**config.mk**
```make
export PLATFORM = sky130hd
export DESIGN_NAME = digital_dco
export DESIGN_NICKNAME = d
export VERILOG_FILES = /design/src/rtl/digital_dco_pkg.sv /design/src/rtl/dco_fb_div.sv /design/src/rtl/digital_dco.sv
export SDC_FILE = /design/constraint.sdc
export NUM_CORES = 1
export LEC_CHECK = 0
export ABC_AREA = 1
export CAP_MARGIN = 10
export CORE_UTILIZATION = 35
export CTS_CLUSTER_SIZE = 24
export DETAILED_ROUTE_END_ITERATION = 8
export GPL_ROUTABILITY_DRIVEN = 0
export PLACE_DENSITY_LB_ADDON = 0.2
export SETUP_SLACK_MARGIN = 0.15
export SYNTH_ARGS = -nofsm -noshare
export SYNTH_HDL_FRONTEND = slang
export SYNTH_SLANG_ARGS = --single-unit
```
**constraint.sdc**
```tcl
create_clock -name clk -period 4.7 [get_ports clk]
set_input_delay 0.47 -clock clk [delete_from_list [all_inputs] [get_ports clk]]
set_output_delay 0.47 -clock clk [all_outputs]
set_load 0.01 [all_outputs]
```
**src/rtl/digital_dco_pkg.sv**
```systemverilog
// Shared constants for the digitally controlled oscillator.
// Default widths, FCW limits, LFSR seed and LFSR step helper.
package digital_dco_pkg;

  localparam int ACC_W_D      = 24;
  localparam int CTRL_W_D     = 16;
  localparam int GAIN_SHIFT_D = 6;
  localparam int DIV_N_D      = 8;

  localparam logic [23:0] CENTER_FCW_D = 24'h100000;
  localparam logic [23:0] FCW_MIN_D    = 24'h040000;
  localparam logic [23:0] FCW_MAX_D    = 24'h200000;

  localparam logic [15:0] LFSR_SEED = 16'hACE1;

  // Fibonacci step, taps 16,14,13,11.
  function automatic logic [15:0] lfsr_next(
    input logic [15:0] s
  );
    logic fb;
    fb = s[15] ^ s[13] ^ s[12] ^ s[10];
    return {s[14:0], fb};
  endfunction

endpackage

```
**src/rtl/dco_fb_div.sv**
```systemverilog
// Feedback divider: toggles fb_out every DIV_N/2 edge pulses.
// Ports: clk, rst (sync, high), edge_in (rise pulse), fb_out.
module dco_fb_div #(
  parameter int DIV_N = 8
) (
  input  logic clk,
  input  logic rst,
  input  logic edge_in,
  output logic fb_out
);

  localparam int HALF  = DIV_N / 2;
  localparam int CNT_W = (HALF > 1) ? $clog2(HALF) : 1;

  logic [CNT_W-1:0] cnt_q, cnt_d;
  logic             fb_q, fb_d;

  always_comb begin
    cnt_d = cnt_q;
    fb_d  = fb_q;
    if (edge_in) begin
      if (cnt_q == CNT_W'(HALF - 1)) begin
        cnt_d = '0;
        fb_d  = ~fb_q;
      end else begin
        cnt_d = cnt_q + 1'b1;
      end
    end
  end

  always_ff @(posedge clk) begin
    if (rst) begin
      cnt_q <= '0;
      fb_q  <= 1'b0;
    end else begin
      cnt_q <= cnt_d;
      fb_q  <= fb_d;
    end
  end

  assign fb_out = fb_q;

endmodule

```
**src/rtl/digital_dco.sv**
```systemverilog
// Phase-accumulator DCO with clamped FCW, wrap-aligned updates.
// Ports: clk, rst, control_in/ctrl_valid/ctrl_ready, dco_out,
// fb_out, fcw_out, sat_hi, sat_lo. Option: DCO_DITHER_EN.
module digital_dco
  import digital_dco_pkg::*;
#(
  parameter int               ACC_W      = ACC_W_D,
  parameter int               CTRL_W     = CTRL_W_D,
  parameter logic [ACC_W-1:0] CENTER_FCW = CENTER_FCW_D,
  parameter int               GAIN_SHIFT = GAIN_SHIFT_D,
  parameter logic [ACC_W-1:0] FCW_MIN    = FCW_MIN_D,
  parameter logic [ACC_W-1:0] FCW_MAX    = FCW_MAX_D,
  parameter int               DIV_N      = DIV_N_D
) (
  input  logic              clk,
  input  logic              rst,
  input  logic [CTRL_W-1:0] control_in,
  input  logic              ctrl_valid,
  output logic              ctrl_ready,
  output logic              dco_out,
  output logic              fb_out,
  output logic [ACC_W-1:0]  fcw_out,
  output logic              sat_hi,
  output logic              sat_lo
);

  localparam int EXT_W = ACC_W + CTRL_W + GAIN_SHIFT;
  localparam int PAD   = CTRL_W + GAIN_SHIFT;

  localparam logic signed [EXT_W-1:0] CTR_X =
    {{PAD{1'b0}}, CENTER_FCW};
  localparam logic signed [EXT_W-1:0] MAX_X =
    {{PAD{1'b0}}, FCW_MAX};
  localparam logic signed [EXT_W-1:0] MIN_X =
    {{PAD{1'b0}}, FCW_MIN};

  logic [ACC_W-1:0] acc_q, acc_d;
  logic [ACC_W-1:0] fcw_q, fcw_d;
  logic [ACC_W-1:0] pend_q, pend_d;
  logic             pend_vld_q, pend_vld_d;
  logic             pend_hi_q, pend_hi_d;
  logic             pend_lo_q, pend_lo_d;
  logic             sat_hi_q, sat_hi_d;
  logic             sat_lo_q, sat_lo_d;
  logic             dco_q, dco_d;

  logic signed [EXT_W-1:0] ctrl_ext;
  logic signed [EXT_W-1:0] cand;
  logic [ACC_W-1:0]        cand_fcw;
  logic                    cand_hi, cand_lo;
  logic [ACC_W:0]          sum;
  logic                    dith, wrap, accept, dco_rise;

`ifdef DCO_DITHER_EN
  logic [15:0] lfsr_q, lfsr_d;

  always_comb lfsr_d = lfsr_next(lfsr_q);

  always_ff @(posedge clk) begin
    if (rst) lfsr_q <= LFSR_SEED;
    else     lfsr_q <= lfsr_d;
  end

  assign dith = lfsr_q[0];
`else
  assign dith = 1'b0;
`endif

  // Wide signed sum so extreme words clamp instead of wrapping.
  always_comb begin
    ctrl_ext = {{(EXT_W-CTRL_W){control_in[CTRL_W-1]}},
                control_in};
    cand     = CTR_X + (ctrl_ext <<< GAIN_SHIFT);
    cand_hi  = cand > MAX_X;
    cand_lo  = cand < MIN_X;
    cand_fcw = cand_hi ? FCW_MAX :
               cand_lo ? FCW_MIN :
               cand[ACC_W-1:0];
  end

  always_comb begin
    sum    = {1'b0, acc_q} + {1'b0, fcw_q}
           + {{ACC_W{1'b0}}, dith};
    wrap   = sum[ACC_W];
    accept = ctrl_valid & ~pend_vld_q;

    acc_d      = sum[ACC_W-1:0];
    fcw_d      = fcw_q;
    sat_hi_d   = sat_hi_q;
    sat_lo_d   = sat_lo_q;
    pend_d     = pend_q;
    pend_hi_d  = pend_hi_q;
    pend_lo_d  = pend_lo_q;
    pend_vld_d = pend_vld_q;

    // Only a word already pending before this wrap is applied;
    // one accepted now waits for the next wrap.
    if (wrap && pend_vld_q) begin
      fcw_d      = pend_q;
      sat_hi_d   = pend_hi_q;
      sat_lo_d   = pend_lo_q;
      pend_vld_d = 1'b0;
    end

    if (accept) begin
      pend_d     = cand_fcw;
      pend_hi_d  = cand_hi;
      pend_lo_d  = cand_lo;
      pend_vld_d = 1'b1;
    end

    dco_d    = acc_q[ACC_W-1];
    dco_rise = acc_q[ACC_W-1] & ~dco_q;
  end

  always_ff @(posedge clk) begin
    if (rst) begin
      acc_q      <= '0;
      fcw_q      <= CENTER_FCW;
      pend_q     <= '0;
      pend_hi_q  <= 1'b0;
      pend_lo_q  <= 1'b0;
      pend_vld_q <= 1'b0;
      sat_hi_q   <= 1'b0;
      sat_lo_q   <= 1'b0;
      dco_q      <= 1'b0;
    end else begin
      acc_q      <= acc_d;
      fcw_q      <= fcw_d;
      pend_q     <= pend_d;
      pend_hi_q  <= pend_hi_d;
      pend_lo_q  <= pend_lo_d;
      pend_vld_q <= pend_vld_d;
      sat_hi_q   <= sat_hi_d;
      sat_lo_q   <= sat_lo_d;
      dco_q      <= dco_d;
    end
  end

  // Pulse coincides with the edge where dco_out goes high.
  dco_fb_div #(
    .DIV_N (DIV_N)
  ) u_fb_div (
    .clk     (clk),
    .rst     (rst),
    .edge_in (dco_rise),
    .fb_out  (fb_out)
  );

  assign ctrl_ready = ~pend_vld_q;
  assign dco_out    = dco_q;
  assign fcw_out    = fcw_q;
  assign sat_hi     = sat_hi_q;
  assign sat_lo     = sat_lo_q;

endmodule

```
==> out/qor.yml, run 1 <==
status:
  outcome: "completed"
global_route:
  grt_pass1_wl_um: 13000
  antenna_found_initial: 0
  grt-ovfl-total: 0
  track_usage: 0.162
  grt_max_degree: 41
  grt_pass1_vias: 2884
route:
  drt_drc_violations_left: 0
  wirelength_um: 7600
  wire_per_inst_um: 11.5
  viasPerCell: 4.67
  dr.pass1.iters: 5
  drtIter0Drc: 117
  vias: 3085
  ant_nets: 0
timing:
  setup_viol: 0
  rsz0062_at_grt: "no"
  min_period_over_period: 0.503
  tns_ps: 0
  fmax_mhz: 423
  slew_viol_final: 0
  hold_viol: 0
  fin_crit_ps: 2370
  setup_slack_ps: 2330
  relSlewSlack: 0.467
  clock_skew_ps: 9.90
  holdWs_ps: 466
  worst_pin_slew_ps: 796
finish:
  antenna_cells: 0
  final_common_cell: "nand2_1"
  drive_gt1_frac: 0.0603
  layout_common_cells: "89 x nand2_1, 71 x nor2_1, 61 x dfxtp_1"
  syn2layout_area_growth_pct: 18.3
  fin_util: 0.433
  fin_cells: 660
  nets: 570
worst_setup_path:
  r2r-end: "fcw_out[17]"
  crit_fanout: 39
  worstReg2RegStart: "fcw_out[6]"
  critPathMaxStageDelay_ps: 440
  crit_path_start_kind: "flip-flop"
  end_kind: "flip-flop"
  path_cells: "ha_1 -> inv_1 -> fa_1 -> inv_1 -> nand3_1 -> nand3_2 -> nand2_2 -> nand2_4 -> nand3_1 -> nand2_1 -> nor2_1"
  slowest_stage: "fa_1"
  rr_worst_depth: 11
  crit_type: "flip-flop to flip-flop"
  required_ps: 4940
  r2r_slack_ps: 2330
  worstPathArrival_ps: 2610
worst_hold_path:
  hp-start: "pend_q[6]"
  worstHoldPathCells: 2
  hold_path.class: "flip-flop to flip-flop"
  whs_endpoint: "pend_q[6]"
placed_design:
  io_buffers: 41
  dp_cells: 643
  dp_hpwl_um: 5510
  dpl_worst_slack_ps: 1790
power:
  power_leakage_uw: 0.00179
  seqPwrFrac: 0.513
  ir_drop_mv: 0.0987
  p_switching_uw: 285
  pwr-share-clk: 0.396
  swShare: 0.274
  p_int_uw: 754
  comb_power_share: 0.091
  power_density_nw_per_um2: 256
clocking:
  cts.sinks: 61
  clock-root-buffer: "clkbuf_8"
  cts_tree: "built"
  cts_made_buffers: 9
  htreeDepth: 3
  cts_resized: 0
  clk_latency_ps: 350
  hold_buffers: 0
  clock_path_buffers: 2
  clkTransAtPathRegs_ps: 70
  postCtsSetupBuffers: 0
floorplan:
  initial_core_util: 0.366
  die_x_um: 101
  die_area_um2: 10200
  core_um2: 9370
  num_rows: 35
  ios: 48
  die_h_um: 101
yosys:
  synth_edf_count: 0
  ys_seq_area_frac: 0.356
  yosysWarnings: 0
  synth.avg_cell_area_um2: 6.93
  synth_flop_cell: "dfxtp_1"
  syn_inst: 494
  ys_ff_latch: 61
  synthDistinctLibCells: 32
  syn_area_um2: 3430
  async_flop_share: 0
run:
  maxCapViolCount: 0
worst max-delay path, delay by kind of cell, from the launching register on:
kind | cells | cell delay, ps
AND/OR/NAND/NOR | 7 | 1040
adder cells (fa/ha/maj) | 2 | 660
flip-flops | 1 | 390
buffers and inverters | 2 | 180
registers in the layout, summed over array words and instances, names as in the netlist, 2 cells and up:
name / flops
acc_q: 18
fcw_out: 17
pend_q: 17
u_fb_div.cnt_q: 2
power groups by stage:
| stage | logic, uW | registers [uW] | clock network (uW) |
|---|---|---|---|
| 3_5_place_dp | 92.7 | 544 | 0 |
| 4_1_cts | 92.9 | 532 | 421 |
| 2_1_floorplan | 65.9 | 542 | 0 |
| 5_1_grt | 108 | 533 | 444 |
| 3_3_place_gp | 90.7 | 544 | 0 |
| 6_report | 95.0 | 532 | 411 |
cell families after synthesis:
family | synth area share
other | 0.00109
XOR/XNOR | 0.00511
AND/OR/NAND/NOR | 0.280
flip-flops | 0.356
adder cells (fa/ha/maj) | 0.0935
AO/OA/AOI/OAI | 0.149
buffers and inverters | 0.115
routing by layer:
metal  vias up  wire length, um  GRT usage
met5         -                0          0
met4         0               91     0.0635
met3         9              250     0.0257
met2        62             3280      0.257
met1      1372             3980      0.219
li1       1642                -          -
worst max-delay path by stage:
stage | endpoint | startpoint | depth (start not counted)
final | fcw_out[17] | fcw_out[6] | 11
after global routing | fcw_out[12] | fcw_out[6] | 11
after global placement | pend_vld_q | rst | 4
after floorplan | fcw_out[20] | fcw_out[6] | 12
after CTS | pend_vld_q | rst | 4
after detailed placement | pend_vld_q | rst | 4
area by class of cell:
| cell class | count | area, um2 |
|---|---|---|
| fill | 1028 | 5320 |
| multi-input combinational | 350 | 1830 |
| sequential | 61 | 1220 |
| timing repair buffer | 43 | 445 |
| inverter | 61 | 229 |
| tap | 129 | 161 |
| clock buffer | 10 | 128 |
| clock inverter | 6 | 40.0 |
per-stage QoR:
stage | power [uW] | area, um2
floorplan | 608 | 3440
global placement | 635 | 3860
CTS | 1050 | 4030
detailed placement | 637 | 3860
global route | 1080 | 4050
finish | 1040 | 4050
cells in the mapped netlist (all sizes together), types with 3 or more instances:
master,number,area (um2)
a21o,6,45.0
a21oi,64,350
buf,18,131
clkbuf,9,33.8
dfxtp,61,1220
ha,24,300
inv,60,225
nand2,92,358
nand3,50,255
nor2,73,279
nor3,4,20.0
nor4,3,18.8
o21ai,18,90.1
Note: power is estimated with default switching activity, not from simulation.
==> run 2, diff against run 1 <==
clock period = 1.95 ns   (was 4.7 ns; I/O delays follow)
==> out/qor.yml, run 2 (synthesis gave the netlist of run 1 again) <==
floorplan:
  num_rows: 35
  die_h_um: 101
  die_x_um: 101
  die_area_um2: 10200
  ios: 48
  initial_core_util: 0.366
  core_um2: 9370
timing:
  clock_skew_ps: 7.86
  fin_crit_ps: 1900
  rsz0062_at_grt: "yes"
  fmax_mhz: 527
  min_period_over_period: 0.972
  slew_viol_final: 0
  setup_viol: 0
  hold_viol: 0
  holdWs_ps: 383
global_route:
  grt_max_degree: 41
  top_usage_layer: "met2"
  antenna_found_initial: 0
  grtUsageMet3: 0.0354
  track_usage: 0.176
  grt_pass1_vias: 3125
  grtUsageMet1: 0.229
  grt_pass1_wl_um: 14100
  gr-usage-met2: 0.291
  grt-ovfl-total: 0
placed_design:
  dp_hpwl_um: 5780
  io_buffers: 41
  dp_cells: 665
worst_setup_path:
  crit_fanout: 7
  worstReg2RegStart: "fcw_out[6]"
  required_ps: 2180
  crit_path_start_kind: "flip-flop"
  end_kind: "flip-flop"
  worstPathArrival_ps: 2130
  crit_type: "flip-flop to flip-flop"
  crit_start: "fcw_out[6]"
clocking:
  clock-root-buffer: "clkbuf_8"
  cts_made_buffers: 9
  htreeDepth: 3
  hold_buffers: 0
  cts.sinks: 61
  cts_tree: "built"
  clock_path_buffers: 2
  clk_latency_ps: 340
  clkTransAtPathRegs_ps: 70
finish:
  final_common_cell: "nand2_1"
  syn2layout_area_growth_pct: 34.8
  fin_util: 0.493
  regMostFlops: "acc_q"
  nets: 601
  seqCellArea_um2: 1240
  drive_gt1_frac: 0.185
  largest_reg_flops: 18
  antenna_cells: 0
  multiInputGateArea_um2: 2030
  n_fill_cell: 961
  layout_common_cells: "85 x nand2_1, 68 x nor2_1, 58 x inv_1"
  fin_cells: 691
worst_hold_path:
  hp-start: "control_in[15]"
  hold_path.class: "primary input to flip-flop"
route:
  drtIter0Drc: 135
  vias: 3251
  viasPerCell: 4.70
  dr.pass1.iters: 4
  drt_drc_violations_left: 0
  ant_nets: 0
  wirelength_um: 8590
  wire_per_inst_um: 12.4
power:
  power_leakage_uw: 0.00199
  power_density_nw_per_um2: 574
  ir_drop_mv: 0.263
status:
  outcome: "completed"
run:
  maxCapViolCount: 0
[run 2: cell count changes in the layout (fill, tap and decap cells not counted), sizes merged]
cell           before  now
buf                 2   33
clkdlybuf4s50      41   39
clkinvlp            4    2
dlymetal6s2s        0    2
bufinv              0    1
clkinv              3    4
[run 2: cell type report]
class | instances | share of cell area
inverter | 61 | 0.0496
tap | 129 | 0.0349
multi-input combinational | 350 | 0.439
clock buffer | 10 | 0.0276
sequential | 61 | 0.268
clock inverter | 6 | 0.0138
timing repair buffer | 74 | 0.168
[run 2: path summary, 6_finish.rpt]
check,to,slack (ps),cells past startpoint
hold / removal,pend_q[20],380,5
setup reg to reg,fcw_out[11],50,13
hold reg to reg,pend_q[21],460,2
setup / recovery,fcw_out[11],50,13
[run 2: repair_timing]
action / in CTS / in global routing
gates cloned: 2 / 1
pin swaps: 8 / 11
endpoints found under the setup margin: 21 / 39
buffers inserted: 6 / 1
resized for setup: 31 / 19
[run 2: power breakdown]
| part | internal [uW] | switching, uW |
|---|---|---|
| clock network | 588 | 531 |
| logic | 105 | 148 |
| registers | 1270 | 11.7 |
[run 2: per-stage QoR]
stage,worst slack [ps],TNS (ps),total power (uW),cell area [um2]
after CTS,67.4,0,2670,4530
after global placement,-113,-1090,1550,4070
after detailed placement,-170,-1990,1550,4070
after global routing,-39.2,-261,2780,4620
final,54.0,0,2650,4620
after floorplan,167,0,1470,3450
[run 2: critical path, stage by stage, from the launching register on]
cell and delay, ps:
dfxtp_4 370, ha_4 140, inv_2 40, fa_2 370, inv_2 80, nand3_2 70
nand3_2 90, nand2_2 70, nand2_4 110, buf_12 130, buf_12 110, nand3_1 70
nand2_1 80, nor2_1 40
[run 2: per-layer routing]
metal  wire [um]  share of wire
met2        3950           0.46
met1        4190           0.49
met5           0              0
met4          96          0.011
met3         358          0.042
==> run 3, diff against run 2 <==
ABC_CLOCK_PERIOD_IN_PS = 1950   (was not set)
CTS_CLUSTER_DIAMETER = 200   (was not set)
==> results of run 3 <==
The final DEF is identical to that of run 2; final timing and power are the same.
